[src/rtl/freq_meter.sv]
// freq_meter: counts rising edges of a slow asynchronous square wave over a
// fixed gate window of GATE_CYCLES clk cycles. At the end of each window it
// publishes a held result with a one-cycle valid strobe.
//
// Ports:
//   clk         reference clock
//   rst         asynchronous, active-high reset
//   en          level; 1 = run back-to-back gate windows, 0 = idle
//   sig_in      asynchronous signal under measurement
//   meas_count  rising edges counted in the last completed window
//   meas_valid  one-cycle pulse when meas_count updates
//   meas_ovf    last completed window saturated the counter
//   no_signal   last completed window counted zero edges
//   busy        1 while in GATE
//
// State | meaning
// IDLE  | counters held at zero, waiting for en
// GATE  | gate window running; edges accumulate until the terminal cycle
module freq_meter #(
    parameter int FREQ        = 50_000_000,
    parameter int GATE_CYCLES = FREQ,
    parameter int CNT_W       = 32,
    parameter int SYNC_STAGES = 2
) (
    input  logic             clk,
    input  logic             rst,
    input  logic             en,
    input  logic             sig_in,
    output logic [CNT_W-1:0] meas_count,
    output logic             meas_valid,
    output logic             meas_ovf,
    output logic             no_signal,
    output logic             busy
);

    localparam int GW = (GATE_CYCLES > 2) ? $clog2(GATE_CYCLES) : 1;
    localparam logic [GW-1:0]    GATE_TERM = GW'(GATE_CYCLES - 1);
    localparam logic [CNT_W-1:0] CNT_MAX   = '1;

    typedef enum logic [0:0] {
        IDLE = 1'b0,
        GATE = 1'b1
    } state_t;

    state_t state_q, state_d;

    logic [SYNC_STAGES-1:0] sync_q;
    logic                   prev_q;
    logic                   sig_rise;

    logic [GW-1:0]    gate_cnt_q, gate_cnt_d;
    logic [CNT_W-1:0] edge_cnt_q, edge_cnt_d;
    logic             sat_q, sat_d;

    logic             terminal;
    logic             at_max;
    logic             publish;
    logic [CNT_W-1:0] result;
    logic             result_ovf;

    // Input synchronizer followed by the previous-value register for edge detect.
    always_ff @(posedge clk or posedge rst) begin
        if (rst) begin
            sync_q <= '0;
            prev_q <= 1'b0;
        end else begin
            sync_q <= {sync_q[SYNC_STAGES-2:0], sig_in};
            prev_q <= sync_q[SYNC_STAGES-1];
        end
    end

    assign sig_rise = sync_q[SYNC_STAGES-1] & ~prev_q;

    assign terminal = (state_q == GATE) && (gate_cnt_q == GATE_TERM);
    assign at_max   = (edge_cnt_q == CNT_MAX);

    // The edge arriving on the terminal cycle still belongs to the ending window.
    assign result     = at_max ? CNT_MAX : (edge_cnt_q + {{(CNT_W-1){1'b0}}, sig_rise});
    assign result_ovf = sat_q | (at_max & sig_rise);

    always_ff @(posedge clk or posedge rst) begin
        if (rst) begin
            state_q    <= IDLE;
            gate_cnt_q <= '0;
            edge_cnt_q <= '0;
            sat_q      <= 1'b0;
        end else begin
            state_q    <= state_d;
            gate_cnt_q <= gate_cnt_d;
            edge_cnt_q <= edge_cnt_d;
            sat_q      <= sat_d;
        end
    end

    always_comb begin
        state_d    = state_q;
        gate_cnt_d = gate_cnt_q;
        edge_cnt_d = edge_cnt_q;
        sat_d      = sat_q;
        publish    = 1'b0;

        case (state_q)
            IDLE: begin
                gate_cnt_d = '0;
                edge_cnt_d = '0;
                sat_d      = 1'b0;
                if (en) begin
                    state_d = GATE;
                end
            end

            GATE: begin
                if (terminal) begin
                    // Counters clear so a following window starts with no gap cycle.
                    publish    = 1'b1;
                    gate_cnt_d = '0;
                    edge_cnt_d = '0;
                    sat_d      = 1'b0;
                    state_d    = en ? GATE : IDLE;
                end else if (!en) begin
                    gate_cnt_d = '0;
                    edge_cnt_d = '0;
                    sat_d      = 1'b0;
                    state_d    = IDLE;
                end else begin
                    gate_cnt_d = gate_cnt_q + GW'(1);
                    if (sig_rise) begin
                        if (at_max) begin
                            sat_d = 1'b1;
                        end else begin
                            edge_cnt_d = edge_cnt_q + CNT_W'(1);
                        end
                    end
                end
            end

            default: begin
                state_d = IDLE;
            end
        endcase
    end

    always_ff @(posedge clk or posedge rst) begin
        if (rst) begin
            meas_count <= '0;
            meas_valid <= 1'b0;
            meas_ovf   <= 1'b0;
            no_signal  <= 1'b0;
        end else begin
            meas_valid <= publish;
            if (publish) begin
                meas_count <= result;
                meas_ovf   <= result_ovf;
                no_signal  <= (result == '0);
            end
        end
    end

    assign busy = (state_q == GATE);

endmodule

[config.mk]
export PLATFORM = sky130hd
export DESIGN_NAME = freq_meter
export DESIGN_NICKNAME = d
export VERILOG_FILES = /design/src/rtl/freq_meter.sv
export SDC_FILE = /design/constraint.sdc
export NUM_CORES = 1
export LEC_CHECK = 0
export CAP_MARGIN = 20
export CORE_AREA = 2 2 101 103
export CTS_CLUSTER_SIZE = 28
export DETAILED_ROUTE_END_ITERATION = 16
export DIE_AREA = 0 0 103 105
export DONT_BUFFER_PORTS = 1
export PLACE_DENSITY = 0.75
export SYNTH_ARGS = -nofsm -noshare
export SYNTH_HDL_FRONTEND = slang
export SYNTH_SLANG_ARGS = --single-unit
[constraint.sdc]
create_clock -name clk -period 3.59 [get_ports clk]
set_clock_uncertainty 0.2 [all_clocks]
set_input_delay 1.077 -clock clk [delete_from_list [all_inputs] [get_ports clk]]
set_output_delay 1.077 -clock clk [all_outputs]
set_load 0.02 [all_outputs]
==> results of run 1 <==
[worst max-delay path: cells and delay by family (launching register included)]
kind / cells / cell delay (ns)
AND/OR/NAND/NOR: 4 / 0.86
AO/OA/AOI/OAI: 3 / 0.77
adder cells (fa/ha/maj): 2 / 0.49
flip-flops: 1 / 0.36
buffers and inverters: 2 / 0.33
XOR/XNOR: 1 / 0.22
[routing by layer]
| layer | track usage [%] | share of wire (%) | wire (µm) |
|---|---|---|---|
| met2 | 42.1 | 47 | 6510 |
| met3 | 3.95 | 6.0 | 831 |
| met1 | 38.9 | 45 | 6230 |
| met5 | 0 | 0 | 0 |
| met4 | 9.02 | 2.2 | 308 |
[cell type report]
type                            count  area [µm²]
Inverter                           16        63.8
Multi-Input combinational cell    458        2780
Tap cell                          133         166
Clock inverter                      5        63.8
Sequential cell                    98        2450
Clock buffer                       10         138
Fill cell                         863        3850
Timing Repair Buffer               17         128
[path summary, 6_finish.rpt]
path	to	cells past startpoint	from
max	no_signal$_DFFE_PP0P_	12	prev_q$_DFF_PP0_
min	sync_q[1]$_DFF_PP0_	0	sync_q[0]$_DFF_PP0_
max reg2reg	no_signal$_DFFE_PP0P_	12	prev_q$_DFF_PP0_
min reg2reg	sync_q[1]$_DFF_PP0_	0	sync_q[0]$_DFF_PP0_
max in group asynchronous	edge_cnt_q[17]$_DFFE_PP0P_	2	rst
min in group asynchronous	prev_q$_DFF_PP0_	2	rst
[per-stage QoR]
stage	area, µm²	std cells	worst slack, ns
2_1_floorplan	5470	609	0.743
3_3_place_gp	5590	722	0.309
3_5_place_dp	5590	722	0.316
4_1_cts	5790	737	0.247
5_1_grt	5790	737	0.0886
6_report	5790	737	0.288
[state kept, by name, indices dropped and copies added, names as in the netlist]
register	count
meas_valid	1
meas_ovf	1
sync_q	2
sat_q	1
prev_q	1
edge_cnt_q	32
busy	1
meas_count	32
no_signal	1
gate_cnt_q	26
[kinds of logic after synthesis]
| logic type | count (synthesis) | share of synthesized area (%) |
|---|---|---|
| compound gates | 68 | 7.70 |
| xor+xnor | 74 | 11.9 |
| fa+ha+maj | 4 | 0.916 |
| buf+inv | 53 | 4.47 |
| flops | 98 | 44.9 |
| mux | 5 | 1.01 |
| simple gates | 307 | 29.2 |
[what timing repair did]
item / 4_1_cts / 5_1_grt
resized for setup: 0 / 1
setup buffers: 0 / 0
setup endpoints to repair: 0 / 1
[cells in the final DEF (no fill, tap or decap), drive strengths merged, types with 3 or more instances in the layout]
cell and n:
xor2 47, mux2 4, or4 3, nor3 22, clkbuf 10, nor4 17, or3 6, o21ai 12
nand2 43, and4 6, or2 4, ha 4, a31oi 13, nand3 37, and3 6, inv 16
dfrtp 98, nor2 110, nand4 41, xnor2 27, buf 17, a21oi 25
[power by group through the flow]
stage,sequential (mW),clock [mW],combinational (mW)
floorplan,1.13,0,0.0374
global placement,1.13,0,0.0515
global route,1.11,0.800,0.0593
CTS,1.11,0.751,0.0527
detailed placement,1.13,0,0.0525
finish,1.11,0.741,0.0508
==> results.md, run 1 <==
* Post-route ant nets at 0
* Site Rows at 36
* Peak supply drop at 0.198 mV
* CP max FO at 7
* Placer congestion estimate at 0.966
* Via density per instance at between 6 and 7
* Arrival time at the worst endpoint at 3.40 ns
* Share of flip-flops with an asynchronous set or reset after synthesis at 100%
* Half-perimeter wire length after placement at between 10 and 15 mm
* Clock share of power at 39.0%
* Class of the tightest hold or removal check: flop to flop
* Share of the core filled with cells at 60.1%
* Sequential share of the synthesized area at 44.9%
* Switching part of the total power at 23.3%
* Total chip power at 1.90 mW
* Library cell contributing the largest single delay on the critical path: sky130_fd_sc_hd__a2111oi_0
* Clk Latency, worst-skew pair at 0.37 ns
* Worst-case headroom to the max-slew limit at 52.3%
* Count of mapped cells out of synthesis at 609
* Dominant synthesized flop cell: sky130_fd_sc_hd__dfrtp_1
* Library cell occupying the most area in the post-synthesis netlist: sky130_fd_sc_hd__dfrtp_1
* Ant. Diodes at 0
* Least-Margin Pin Slew at 0.715 ns
* Switching power of the nets at 0.444 mW
* Synth Area per Inst at 8.97 µm²
* Maximum number of pins on one net before global-route repair at 56
* Post-synth EDFFs at 0
* Count of cell types in the netlist at 57
* Final max-slew violation count at 0
* Worst R2R Setup Slack at 0.29 ns
* Number of nets in the final layout at a little over 600
* Sort of element at the start of the critical path: flop
* Achievable clock frequency at slightly above 300 MHz
* Share of post-route cells with drive strength above 1 at 9.27%
* Initial cell density of the core at 56.7%
* Number of failing hold endpoints at the final stage at 0
* Post-CTS clock slew at the launch and capture registers of the worst setup and hold paths at 0.10 ns
* Die H at 105 µm
* Total core area at 9640 µm²
* Clock root buffer master: sky130_fd_sc_hd__clkbuf_8
* Cell-by-cell trace of the critical path: nand2b_1 -> inv_1 -> ha_1 -> ha_1 -> nand4_1 -> buf_4 -> nor4_1 -> xnor2_1 -> o2111ai_1 -> a2111oi_0 -> nand4_1 -> o22ai_1
* Internal power at 1.46 mW
* Post-DR wirelength/cell at 18.8 µm
* Number of violations of the max-capacitance limit at 0
* Top cells by area, synth: sky130_fd_sc_hd__dfrtp_1 45%, sky130_fd_sc_hd__nor2_1 7.6%, sky130_fd_sc_hd__xor2_1 7.5%, sky130_fd_sc_hd__nand4_1 4.5%, sky130_fd_sc_hd__xnor2_1 4.3%
* Register bit total from synthesis at 98
* TritonCTS buffer count at 9
* Type of the worst setup path: flop to flop
* Number of H-tree branching levels at 3
* Horizontal die dimension at 103 µm
* Setup violators final at 0
* Final wirelength at 13.9 mm
* Initial antenna violation count at 0
* Boundary pin count at 40
* Biggest cell delay along the critical path at 0.47 ns
* Worst hold slack across all endpoints at 0.157 ns
* Sequential cell fraction of total power at 58.4%
* CP Capture Type: flop
* Setup repair after global routing missed its margin: no
* Part of the total power dissipated in combinational logic at between 2 and 3%
* Sum of negative setup slack at 0 ns
* Hold Buf Count CTS at 0
* Post-synth design cell area at 5460 µm²
* CTS tree: yes
* Warning count from the yosys run at 0
* Combined global-route utilization of all metal layers at a little over a quarter
* Library cell with the highest instance count after synthesis: sky130_fd_sc_hd__nor2_1
* Buffer depth of the longest clock path at 2
* Area enclosed by the die boundary at 10800 µm²
* Required time worst endpoint at 3.69 ns
* Tmin final at 3.30 ns
* Number of buffer cells added on primary ports at 0
* Result of the run: complete, no violations
* Total nets after synthesis at a little over 600
* Post-route clock period utilization at 92.0%
* Number of design-rule violations left by the first detailed-router iteration at between 300 and 400
* Sum of overflow across all layers after global routing at 0
* Via count of the first global-routing pass at approximately 4400
* Via count at 4492
* Total power per unit cell area at 328 nW/µm²
* Static power due to leakage at 2.29 nW
* # DRC at 0
* Most instantiated cells after synthesis: 110 x sky130_fd_sc_hd__nor2_1, 98 x sky130_fd_sc_hd__dfrtp_1, 47 x sky130_fd_sc_hd__xor2_1, 43 x sky130_fd_sc_hd__nand2_1, 39 x sky130_fd_sc_hd__nand4_1
* Clk sinks at 98
* Pre-Repair DR Iteration Count at 5
* Post-synth top area share at between 40% and 50%
* Wire length of the first global-routing pass at 23.0 mm
* Area grow syn2layout at 6.05%
No activity file was read; power rests on OpenSTA's default activity.
==> run 2: changes to the inputs <==
--- a/config.mk
+++ b/config.mk
@@ -7,7 +7,6 @@
 export LEC_CHECK = 0
 export CAP_MARGIN = 20
 export CORE_AREA = 2 2 101 103
-export CTS_CLUSTER_SIZE = 28
 export DETAILED_ROUTE_END_ITERATION = 16
 export DIE_AREA = 0 0 103 105
 export DONT_BUFFER_PORTS = 1
==> results of run 2 <==
Final layout, timing and power as in run 1 (identical DEF).
